**config.mk**
```make
export PLATFORM = sky130hd
export DESIGN_NAME = bool_lut_seq_flat
export DESIGN_NICKNAME = d
export VERILOG_FILES = /design/src/rtl/bool_lut_seq_if.sv /design/src/rtl/bool_lut_seq.sv /design/src/flat_wrapper.sv
export SDC_FILE = /design/constraint.sdc
export NUM_CORES = 1
export LEC_CHECK = 0
export ABC_AREA = 1
export CAP_MARGIN = 10
export CELL_PAD_IN_SITES_DETAIL_PLACEMENT = 0
export CELL_PAD_IN_SITES_GLOBAL_PLACEMENT = 2
export CORE_UTILIZATION = 25
export CTS_CLUSTER_SIZE = 24
export DETAILED_ROUTE_END_ITERATION = 6
export PLACE_DENSITY = 0.66
export SLEW_MARGIN = 20
export SYNTH_ARGS = -nofsm -noshare
export SYNTH_HDL_FRONTEND = slang
export SYNTH_SLANG_ARGS = --single-unit
```
**constraint.sdc**
```tcl
create_clock -name clk -period 2.1 [get_ports clk]
set_input_delay 0.42 -clock clk [delete_from_list [all_inputs] [get_ports clk]]
set_output_delay 0.42 -clock clk [all_outputs]
set_load 0.005 [all_outputs]
```
**src/rtl/bool_lut_seq_if.sv**
```systemverilog
// ----------------------------------------------------------------------------
// bool_lut_seq_if : request/config/result signal bundle for bool_lut_seq
// Rev 1.0
// ----------------------------------------------------------------------------
`default_nettype none

interface bool_lut_seq_if #(
   parameter int N_IN = 4
);
   logic              in_valid;
   logic [N_IN-1:0]   in_vec;
   logic              cfg_valid;
   logic              cfg_bit;
   logic              start;
   logic              out_valid;
   logic              f;
   logic              busy;
   logic              done;
   logic [N_IN:0]     ones_cnt;

   modport master (
      output in_valid, in_vec, cfg_valid, cfg_bit, start,
      input  out_valid, f, busy, done, ones_cnt
   );

   modport slave (
      input  in_valid, in_vec, cfg_valid, cfg_bit, start,
      output out_valid, f, busy, done, ones_cnt
   );
endinterface

`default_nettype wire

```
**src/rtl/bool_lut_seq.sv**
```systemverilog
// ----------------------------------------------------------------------------
// bool_lut_seq : N-input programmable LUT with serial table load and sweep
// Rev 1.0
// ----------------------------------------------------------------------------
`default_nettype none

module bool_lut_seq #(
   parameter int                     N_IN    = 4,
   parameter logic [(1<<N_IN)-1:0]   TT_INIT = 16'h3F4C
) (
   input  logic         clk,
   input  logic         rst,
   bool_lut_seq_if.slave bus
);

   localparam int              c_TT_W    = 1 << N_IN;
   localparam logic [N_IN-1:0] c_LAST    = {N_IN{1'b1}};
   localparam logic [N_IN-1:0] c_IDX_ONE = {{(N_IN-1){1'b0}}, 1'b1};
   localparam logic [N_IN:0]   c_CNT_ONE = {{N_IN{1'b0}}, 1'b1};
   localparam logic [N_IN:0]   c_CNT_MAX = {(N_IN+1){1'b1}};

   typedef enum logic [1:0] {
      IDLE  = 2'd0,
      LOAD  = 2'd1,
      SWEEP = 2'd2,
      DONE  = 2'd3
   } state_t;

   state_t              state_q,     state_d;
   logic [c_TT_W-1:0]   active_tt_q, active_tt_d;
   logic [c_TT_W-1:0]   shadow_q,    shadow_d;
   logic [N_IN-1:0]     cfg_cnt_q,   cfg_cnt_d;
   logic [N_IN-1:0]     sweep_cnt_q, sweep_cnt_d;
   logic [N_IN:0]       ones_cnt_q,  ones_cnt_d;
   logic                out_valid_q, out_valid_d;
   logic                f_q,         f_d;
   logic                done_q,      done_d;
   logic                w_sweep_bit;

   assign w_sweep_bit = active_tt_q[sweep_cnt_q];

   always_ff @(posedge clk or posedge rst) begin
      if (rst) begin
         state_q     <= IDLE;
         active_tt_q <= TT_INIT;
         shadow_q    <= '0;
         cfg_cnt_q   <= '0;
         sweep_cnt_q <= '0;
         ones_cnt_q  <= '0;
         out_valid_q <= 1'b0;
         f_q         <= 1'b0;
         done_q      <= 1'b0;
      end else begin
         state_q     <= state_d;
         active_tt_q <= active_tt_d;
         shadow_q    <= shadow_d;
         cfg_cnt_q   <= cfg_cnt_d;
         sweep_cnt_q <= sweep_cnt_d;
         ones_cnt_q  <= ones_cnt_d;
         out_valid_q <= out_valid_d;
         f_q         <= f_d;
         done_q      <= done_d;
      end
   end

   always_comb begin
      state_d     = state_q;
      active_tt_d = active_tt_q;
      shadow_d    = shadow_q;
      cfg_cnt_d   = cfg_cnt_q;
      sweep_cnt_d = sweep_cnt_q;
      ones_cnt_d  = ones_cnt_q;
      out_valid_d = 1'b0;
      f_d         = f_q;
      done_d      = 1'b0;

      case (state_q)
         IDLE, LOAD: begin
            // Evaluations always read the current table, so one issued on the
            // commit edge still sees the old contents.
            if (bus.in_valid) begin
               out_valid_d = 1'b1;
               f_d         = active_tt_q[bus.in_vec];
            end
            if (bus.cfg_valid) begin
               shadow_d = {bus.cfg_bit, shadow_q[c_TT_W-1:1]};
               if (cfg_cnt_q == c_LAST) begin
                  active_tt_d = shadow_d;
                  cfg_cnt_d   = '0;
                  state_d     = IDLE;
               end else begin
                  cfg_cnt_d   = cfg_cnt_q + c_IDX_ONE;
                  state_d     = LOAD;
               end
            end else if ((state_q == IDLE) && bus.start) begin
               state_d     = SWEEP;
               sweep_cnt_d = '0;
               ones_cnt_d  = '0;
            end
         end
         SWEEP: begin
            out_valid_d = 1'b1;
            f_d         = w_sweep_bit;
            if (w_sweep_bit && (ones_cnt_q != c_CNT_MAX)) begin
               ones_cnt_d = ones_cnt_q + c_CNT_ONE;
            end
            if (sweep_cnt_q == c_LAST) begin
               state_d = DONE;
               done_d  = 1'b1;
            end else begin
               sweep_cnt_d = sweep_cnt_q + c_IDX_ONE;
            end
         end
         DONE: begin
            state_d = IDLE;
         end
         default: begin
            state_d = IDLE;
         end
      endcase
   end

   assign bus.out_valid = out_valid_q;
   assign bus.f         = f_q;
   assign bus.busy      = (state_q == LOAD) || (state_q == SWEEP);
   assign bus.done      = done_q;
   assign bus.ones_cnt  = ones_cnt_q;

endmodule

`default_nettype wire

```
**src/flat_wrapper.sv**
```systemverilog
// flat-port wrapper written by rule: the top's interface ports become plain ports
module bool_lut_seq_flat 
#(
   parameter int                     N_IN    = 4,
   parameter logic [(1<<N_IN)-1:0]   TT_INIT = 16'h3F4C
)
  (clk, rst, bus_in_valid, bus_in_vec, bus_cfg_valid, bus_cfg_bit, bus_start, bus_out_valid, bus_f, bus_busy, bus_done, bus_ones_cnt);
  bool_lut_seq_if #(.N_IN(N_IN)) bus_i ();
  input  logic clk;
  input  logic rst;
  input wire logic [$bits(bus_i.in_valid)-1:0] bus_in_valid;
  input wire logic [$bits(bus_i.in_vec)-1:0] bus_in_vec;
  input wire logic [$bits(bus_i.cfg_valid)-1:0] bus_cfg_valid;
  input wire logic [$bits(bus_i.cfg_bit)-1:0] bus_cfg_bit;
  input wire logic [$bits(bus_i.start)-1:0] bus_start;
  output wire logic [$bits(bus_i.out_valid)-1:0] bus_out_valid;
  output wire logic [$bits(bus_i.f)-1:0] bus_f;
  output wire logic [$bits(bus_i.busy)-1:0] bus_busy;
  output wire logic [$bits(bus_i.done)-1:0] bus_done;
  output wire logic [$bits(bus_i.ones_cnt)-1:0] bus_ones_cnt;
  assign bus_i.in_valid = bus_in_valid;
  assign bus_i.in_vec = bus_in_vec;
  assign bus_i.cfg_valid = bus_cfg_valid;
  assign bus_i.cfg_bit = bus_cfg_bit;
  assign bus_i.start = bus_start;
  assign bus_out_valid = bus_i.out_valid;
  assign bus_f = bus_i.f;
  assign bus_busy = bus_i.busy;
  assign bus_done = bus_i.done;
  assign bus_ones_cnt = bus_i.ones_cnt;
  bool_lut_seq #(.N_IN(N_IN), .TT_INIT(TT_INIT)) u_core (.clk(clk), .rst(rst), .bus(bus_i));
endmodule
```
Word-level counts from Yosys, hierarchy flattened
Index checks and enable logic that the tools add are counted.

cells by class
  $add $sub $neg = 3
  multiply operators = 0
  div/mod/pow operators = 0
  $lt $le $gt $ge = 2
  eq/ne operators = 13
  shift operators = 0
  muxes and demuxes = 24
  bitwise operators = 0
  reduce and logical (&&, ||, !) cells = 12

operator list
  cell                                                                   count
  4-bit 2-to-1 mux                                                       4
  5-bit 2-to-1 mux                                                       3
  4-bit by 5-bit < comparator with 1-bit output, second input constant   2
  5-bit one-hot mux with 2 select lines                                  1
  4-bit by 1-bit adder with 4-bit output, second input constant          2
  1-bit binary-select mux with 4-bit select                              2
  4-bit equality test, second input constant                             2
  4-bit one-hot mux with 2 select lines                                  1
  4-bit AND reduction                                                    2
  1-bit 2-to-1 mux                                                       7
  2-bit 2-to-1 mux                                                       3
  2-bit by 1-bit != test with 1-bit output, second input constant        3
  2-bit != test, second input constant                                   3
  2-bit one-hot mux with 3 select lines                                  1
  2-bit AND reduction                                                    3
  5-bit by 1-bit adder with 5-bit output, second input constant          1
  5-bit != test, second input constant                                   1
  2-bit equality test, second input constant                             2
  1-bit one-hot mux with 2 select lines                                  2
  3-bit by 2-bit != test with 1-bit output, second input constant        1
  3-bit AND reduction                                                    1
  2-bit by 1-bit equality test with 1-bit output, second input constant  1
  1-bit logical AND                                                      2
  2-bit logical NOT                                                      1
  other kinds (3)                                                        3

word-level totals
  register bits = 50
  latch bits = 0
  RAM bits = 0
  memory bits (read-only) = 0
  bits of input ports = 10
  output and inout port bits = 9
  word-level logic and storage cells = 63
  memories kept = 0

Longest topological paths before layout
Gate-level depths: netlist of the first run.

  word-level depth = 5
  depth in mapped cells = 10
  depth with buffers taken out = 10

Worst setup path after synthesis of the first run
OpenSTA, ideal clock, no wires.

  path kind = reg2reg
  start = reg u_core.state_q[0]
  end = reg u_core.sweep_cnt_q[3]
  library setup time = 0.118 ns
  data arrival time = 1.472 ns
  required time = 1.982 ns
  path slack = 0.510 ns
  cell stages (with the launch flop) = 10
  path buffers = 0
  period minus slack after synthesis = 1.590 ns
  path through = dfrtp_1 -> inv_1 -> ha_1 -> o21ai_0 -> nand2_1 -> nor2_2 -> inv_2 -> nor2_4 -> o2bb2ai_1 -> nor2_1

on the way
  longest elaborated chain between the ends = 4
  elaborated cells on any way between the ends = 11
  classes of those cells = eq/ne: 5; mux: 1; reduce/logical: 5

ends and longest elaborated chain
  element                                                                                     RTL line                                source
  from (decl)                                                                                 bool_lut_seq.sv:29                      state_t state_q, state_d;
  from (signal assigned)                                                                      bool_lut_seq.sv:54                      state_q <= state_d;
  2-bit by 1-bit equality test with 1-bit output / 2-bit logical NOT (equally long branches)  bool_lut_seq.sv:77, bool_lut_seq.sv:95
  2-bit OR reduction / 1-bit logical AND (equally long branches)                              bool_lut_seq.sv:77, bool_lut_seq.sv:95
  2-bit by 1-bit != test with 1-bit output (no line) (tied with other cells)                  --
  4-bit AND reduction (no line)                                                               --
  to (signal assigned)                                                                        bool_lut_seq.sv:58                      sweep_cnt_q <= sweep_cnt_d;
  to (decl)                                                                                   bool_lut_seq.sv:33                      logic [N_IN-1:0] sweep_cnt_q, sweep_cnt_d;

Several ways; a longest one is shown, not always the timed one.
A chain may end at the register's enable or synchronous reset.

Worst setup path in the final report of the first run
  start = reg u_core.state_q[0]
  end = out bus_busy

on the way
  longest elaborated chain between the ends = 2
  elaborated cells on any way between the ends = 3
  classes of those cells = eq/ne: 2; reduce/logical: 1

ends and longest elaborated chain
  element                                                                                       RTL line             source
  2-bit by 1-bit equality test with 1-bit output / 2-bit equality test (equally long branches)  bool_lut_seq.sv:125  assign bus.busy = (state_q == LOAD) || (state_q == SWEEP);
  1-bit logical OR *                                                                            bool_lut_seq.sv:125
  to (decl)                                                                                     flat_wrapper.sv:18   output wire logic [$bits(bus_i.busy)-1:0] bus_busy;

Every way passes the cells marked *; elsewhere a longest branch is shown, timed or not.

==> results_dict.tcl, run 1 <==
set metrics [dict create \
    dp_slack_ns 0.0600 \
    wirelength_um 5400 \
    crit_required_ns 1.68 \
    crit_path_end_kind "output pin" \
    wire_per_inst_um 11.8 \
    clk_latency_ns 0.30 \
    r2r_slack_ns 0.27 \
    layout_setup_ws_ns 0.122 \
    critPathKind "register to output pin" \
    gp_congestion 0.746 \
    grt_max_degree 50 \
    arrival_ns 1.56 \
    fin_skew_ns 0.00284 \
    slew_violations 0 \
    grt_pass1_wl_um 9870 \
    grt_pass1_vias 2078 \
    multi_input_area_um2 1090 \
    clock_sinks 49 \
    fin_area_um2 3010 \
    fmax_mhz 505 \
    io_buffer_count 18 \
    hold_class "input port to async pin" \
    avgSynthCellArea_um2 8.46 \
    leakage_nw 1.36 \
    syn-num-nets 321 \
    ys_warn_count 0 \
    io_pins 19 \
    maxCapViolCount 0 \
    drtIter0Drc 67 \
    cts.clk_slew.worst_paths_ns 0.09 \
    dr_total_vias 1935 \
    cp_max_fo 5 \
    cts_hold_buf 0 \
    status "complete, no violations" \
    syn_inst 304 \
    ys_seq_elements 49 \
    relSlewSlack_pct 66.6 \
    ys_seq_area_share_pct 48.1 \
    power.density_nw_per_um2 1160 \
    ant_nets 0 \
    drc 0 \
    dpl.cell_count 451 \
    area_growth_syn_to_layout_pct 17.2 \
    antenna_found_initial 0 \
    cts_buffers 5 \
    crit_path_start "u_core.state_q[0]" \
    startpoint_type "register" \
    fin_nets 342 \
    grt_usage_pct 12.0 \
    final-seq-area_um2 1240 \
    grt-ovfl-total 0 \
    rows 36 \
    fp.dieH_um 103 \
    reg2reg_from "u_core.state_q[0]" \
    setup_viol_count_final 0 \
    period_share_pct 94.2 \
    finalHoldViolCount 0 \
    place_area_um2 2910 \
    post-cts-setup-buffer-count 0 \
    nFillCells 1041 \
    start_util_pct 26.1 \
    finalSetupTns_ns 0 \
    p_total_w 0.00350 \
    irDropWorstVdd_uv 257 \
    tightest_slew_ns 0.500 \
    rsz0062_at_grt "false" \
    cts-root-buf "clkbuf_8" \
    coreArea_um2 9860 \
    place_hpwl_um 3890 \
    layout_min_cycle_time_ns 1.98 \
    die_area_um2 10700 \
    die_width_um 103 \
    synth_cell_type_count 29 \
    dr.pass1.iters 6 \
    cts_tree "yes" \
    synthesis.area_um2 2570 \
    via_per_inst 4.22 \
    h-tree-depth 2 \
    instances_no_fill 459 \
    cts.path.max_buffers 2 \
    drive_gt1_share_pct 17.2 \
    diodes 0 \
]
## final timing paths
kind,to,depth (start not counted)
worst max register to register,u_core.sweep_cnt_q[2],8
min in group clk,u_core.active_tt_q[9],2
worst max-delay path,bus_busy,3
worst min-delay path,u_core.state_q[0],3
worst min register to register,u_core.active_tt_q[9],2
max in group asynchronous,u_core.active_tt_q[2],3
## where the power goes
part / internal, W / leakage [nW] / switching (W)
Clock: 0.000298 / 0.0542 / 0.000321
Sequential: 0.00125 / 0.615 / 0.000219
Combinational: 0.000537 / 0.692 / 0.000876
## state kept, by name, summed over array words and instances (netlist names)
name	cells
u_core.bus.ones_cnt	5
u_core.bus.done	1
u_core.active_tt_q	16
u_core.state_q	2
u_core.sweep_cnt_q	4
u_core.cfg_cnt_q	4
u_core.bus.f	1
u_core.shadow_q	15
u_core.bus.out_valid	1
## per-layer routing
layer	vias up	track usage (%)	part of all wire (%)	wire length [µm]
met5	-	0	0	0
met4	0	4.66	1.6	89
met3	9	2.42	2.7	144
met2	24	19.2	45	2410
met1	886	16.1	51	2760
li1	1016	-	-	-
## critical path, stage by stage (launching register included)
cell and delay [ns]:
dfrtp_2 0.41, inv_1 0.08, ha_1 0.27, clkdlybuf4s50_1 0.49
## logic make-up (layout without fill, tap and decap cells)
| kind of cell | Yosys count | in the layout | share of synthesized area (%) |
|---|---|---|---|
| buffers and inverters | 55 | 77 | 9.39 |
| AO/OA/AOI/OAI | 51 | 51 | 13.1 |
| adder cells (fa/ha/maj) | 7 | 7 | 3.41 |
| flip-flops | 49 | 49 | 48.1 |
| XOR/XNOR | 3 | 3 | 1.02 |
| AND/OR/NAND/NOR | 139 | 139 | 24.9 |
## Yosys cell counts
| cell | number | share of area (%) |
|---|---|---|
| nand4_1 | 4 | 0.97 |
| nand2_1 | 80 | 12 |
| and3_1 | 1 | 0.24 |
| a21oi_1 | 6 | 1.2 |
| o211ai_1 | 4 | 1.2 |
| buf_4 | 1 | 0.29 |
| nand3_2 | 1 | 0.39 |
| xor2_1 | 3 | 1.0 |
| o21ai_2 | 16 | 5.4 |
| a31oi_1 | 1 | 0.24 |
| nand3_1 | 33 | 6.4 |
| nor2_8 | 1 | 0.78 |
| nand3_4 | 1 | 0.68 |
| clkbuf_1 | 3 | 0.44 |
| nor2_1 | 11 | 1.6 |
| ha_1 | 7 | 3.4 |
| buf_6 | 4 | 1.8 |
| a21oi_2 | 2 | 0.68 |
| nor2_4 | 2 | 0.88 |
| inv_2 | 5 | 0.73 |
| inv_1 | 41 | 6.0 |
| o2bb2ai_1 | 1 | 0.34 |
| nand3b_1 | 1 | 0.29 |
| o21ai_0 | 21 | 4.1 |
| dfrtp_1 | 40 | 39 |
| buf_2 | 1 | 0.19 |
| nor2_2 | 3 | 0.73 |
| nand2_2 | 1 | 0.24 |
| dfstp_2 | 9 | 9.2 |
## what timing repair did
| action | 4_1_cts | 5_1_grt |
|---|---|---|
| resized for setup | 0 | 1 |
| endpoints found under the setup margin | 0 | 1 |
| hold endpoints to repair | 0 | 0 |
## placed cells by master (no fill, tap or decap)
master           netlist  routed
inv_1                 41      40
nand3b_1               1       1
nor2_4                 2       2
ha_1                   7       7
nand4_1                4       4
nand3_4                1       1
nand3_1               33      33
o21ai_2               16      16
and3_1                 1       1
o2bb2ai_1              1       1
nand2_2                1       1
buf_4                  1       3
nor2_1                11      11
a21oi_2                2       2
o21ai_0               21      21
dfstp_2                9       9
clkbuf_8               0       7
a31oi_1                1       1
a21oi_1                6       6
dfrtp_1               40      39
dfrtp_2                0       1
clkdlybuf4s50_1        0      18
buf_12                 0       2
o211ai_1               4       4
nand3_2                1       1
inv_2                  5       6
clkinv_2               0       1
xor2_1                 3       3
nor2_2                 3       3
nor2_8                 1       1
nand2_1               80      80
## area by class of cell
| cell class | count | area share (%) |
|---|---|---|
| clock buffers | 7 | 3.20 |
| clock inverters | 1 | 0.166 |
| inverters | 46 | 5.73 |
| multi-input cells | 200 | 36.2 |
| flip-flops and latches | 49 | 41.1 |
| well taps | 133 | 5.52 |
| repair buffers | 23 | 8.05 |
## stage by stage
stage | hold WS, ns | util, %
5_1_grt | 0.502 | 30.6
2_1_floorplan | 0.453 | -
4_1_cts | 0.475 | 30.5
3_3_place_gp | 0.463 | 29.5
3_5_place_dp | 0.469 | 29.5
6_report | 0.464 | 30.6
(Power assumes the default switching activity.)
==> run 2, diff against run 1 <==
--- a/config.mk
+++ b/config.mk
@@ -9,10 +9,11 @@
 export CAP_MARGIN = 10
 export CELL_PAD_IN_SITES_DETAIL_PLACEMENT = 0
 export CELL_PAD_IN_SITES_GLOBAL_PLACEMENT = 2
+export CORE_ASPECT_RATIO = 0.8
 export CORE_UTILIZATION = 25
 export CTS_CLUSTER_SIZE = 24
 export DETAILED_ROUTE_END_ITERATION = 6
-export PLACE_DENSITY = 0.66
+export PLACE_DENSITY = 0.68
 export SLEW_MARGIN = 20
 export SYNTH_ARGS = -nofsm -noshare
 export SYNTH_HDL_FRONTEND = slang
==> constraint.sdc (replaced) <==
create_clock -name clk -period 1.8 [get_ports clk]
set_input_delay 0.36 -clock clk [delete_from_list [all_inputs] [get_ports clk]]
set_output_delay 0.36 -clock clk [all_outputs]
set_load 0.005 [all_outputs]
==> results_dict.tcl, run 2 (synthesized netlist as in run 1, its figures left out) <==
set metrics [dict create \
    area_growth_syn_to_layout_pct 24.3 \
    place_hpwl_um 4210 \
    grt_usage_pct 11.6 \
    tightest_slew_ns 0.340 \
    drive_gt1_share_pct 20.0 \
    fin_skew_ns 0.00704 \
    drc 0 \
    dpl.cell_count 467 \
    cts_tree "yes" \
    status "complete, no violations" \
    crit_path_end_kind "register" \
    grt_pass1_wl_um 9760 \
    fp.dieH_um 92.7 \
    io_buffer_count 18 \
    crit_required_ns 1.98 \
    drtIter0Drc 50 \
    period_share_pct 92.6 \
    leakage_nw 1.45 \
    fin_nets 356 \
    coreArea_um2 9810 \
    final_cell_mix "80 x nand2_1, 40 x inv_1, 40 x dfrtp_1" \
    startpoint_type "register" \
    die_width_um 115 \
    antenna_found_initial 0 \
    final_common_cell "nand2_1" \
    wire_per_inst_um 11.7 \
    io_pins 19 \
    die_area_um2 10700 \
    via_per_inst 4.18 \
    grt-ovfl-total 0 \
    highest_layer "met4" \
    hold_class "input port to async pin" \
    finalHoldViolCount 0 \
    top_register "u_core.active_tt_q" \
    fmax_mhz 600 \
    cp_max_fo 6 \
    arrival_ns 1.84 \
    ant_nets 0 \
    gp_congestion 0.789 \
    rsz0062_at_grt "false" \
    dr_total_vias 1992 \
    diodes 0 \
    cts.clk_slew.worst_paths_ns 0.07 \
    rows 32 \
    layout_min_cycle_time_ns 1.67 \
    dr.pass1.iters 4 \
    clock_sinks 49 \
    setup_viol_count_final 0 \
    wirelength_um 5580 \
    instances_no_fill 476 \
    cts.path.max_buffers 2 \
    slew_violations 0 \
    wl_met1_um 3010 \
    clk_latency_ns 0.29 \
    grt_max_degree 35 \
    irDropWorstVdd_uv 453 \
    start_util_pct 26.2 \
    largest_reg_flops 16 \
    final_core_util_pct 32.6 \
    cts-root-buf "clkbuf_16" \
    finalSetupTns_ns 0 \
    routed-wl-met3_um 127 \
    met2_length_um 2420 \
    power.density_nw_per_um2 1400 \
    grt_pass1_vias 1984 \
    cts_buffers 5 \
    relSlewSlack_pct 77.1 \
    critPathKind "register to register" \
    maxCapViolCount 0 \
    h-tree-depth 2 \
]
-- run 2: critical path, stage by stage (launching register included) --
cell     delay (ns)
dfrtp_1        0.38
buf_4          0.14
ha_1           0.21
o21ai_1        0.18
nand2_1        0.18
a21oi_4        0.23
nand2_2        0.12
nand2_1        0.07
nand2_1        0.05
-- run 2: metal layers --
metal / track usage, % / up-vias
met3: 2.36 / 4
li1: - / 1044
met2: 17.7 / 15
met4: 2.60 / 0
met5: 0 / -
met1: 16.9 / 929
-- run 2: metrics by stage --
step | worst slack [ns] | hold WS (ns) | power [W] | instance area (µm²)
CTS | 0.0248 | 0.373 | 0.00456 | 3200
floorplan | 0.210 | 0.453 | 0.00291 | 2570
global route | 0.0117 | 0.391 | 0.00489 | 3200
global placement | -0.00677 | 0.459 | 0.00356 | 3040
detailed placement | -0.0594 | 0.470 | 0.00358 | 3040
finish | 0.133 | 0.357 | 0.00448 | 3200
-- run 2: final cells by class --
cell class	count	area, µm²
Tap cell	136	170
Fill cell	1049	6610
Sequential cell	49	1240
Clock inverter	2	15.0
Timing Repair Buffer	37	372
Multi-Input combinational cell	200	1100
Clock buffer	6	129
Inverter	46	173
-- run 2: final timing paths --
check	startpoint	end	slack, ns	cells after the start
max	u_core.state_q[0]	u_core.bus.ones_cnt[2]	0.13	8
min	rst	u_core.bus.ones_cnt[0]	0.36	2
max reg2reg	u_core.state_q[0]	u_core.bus.ones_cnt[2]	0.13	8
min reg2reg	u_core.active_tt_q[12]	u_core.active_tt_q[12]	0.48	2
max in group asynchronous	rst	u_core.active_tt_q[11]	0.95	3
min in group clk	u_core.active_tt_q[12]	u_core.active_tt_q[12]	0.48	2
-- run 2: power breakdown --
group	internal [W]	total [W]	switching (W)
clock network	0.000516	0.000923	0.000408
logic	0.000752	0.00186	0.00111
registers	0.00145	0.00169	0.000238
total	0.00272	0.00448	0.00176
-- run 2: what timing repair did --
action	in CTS	in global routing
setup endpoints to repair	2	9
resized for setup	2	1
pin swaps	0	0
hold buffers	0	0
buffers inserted	1	0
hold endpoints to repair	0	0
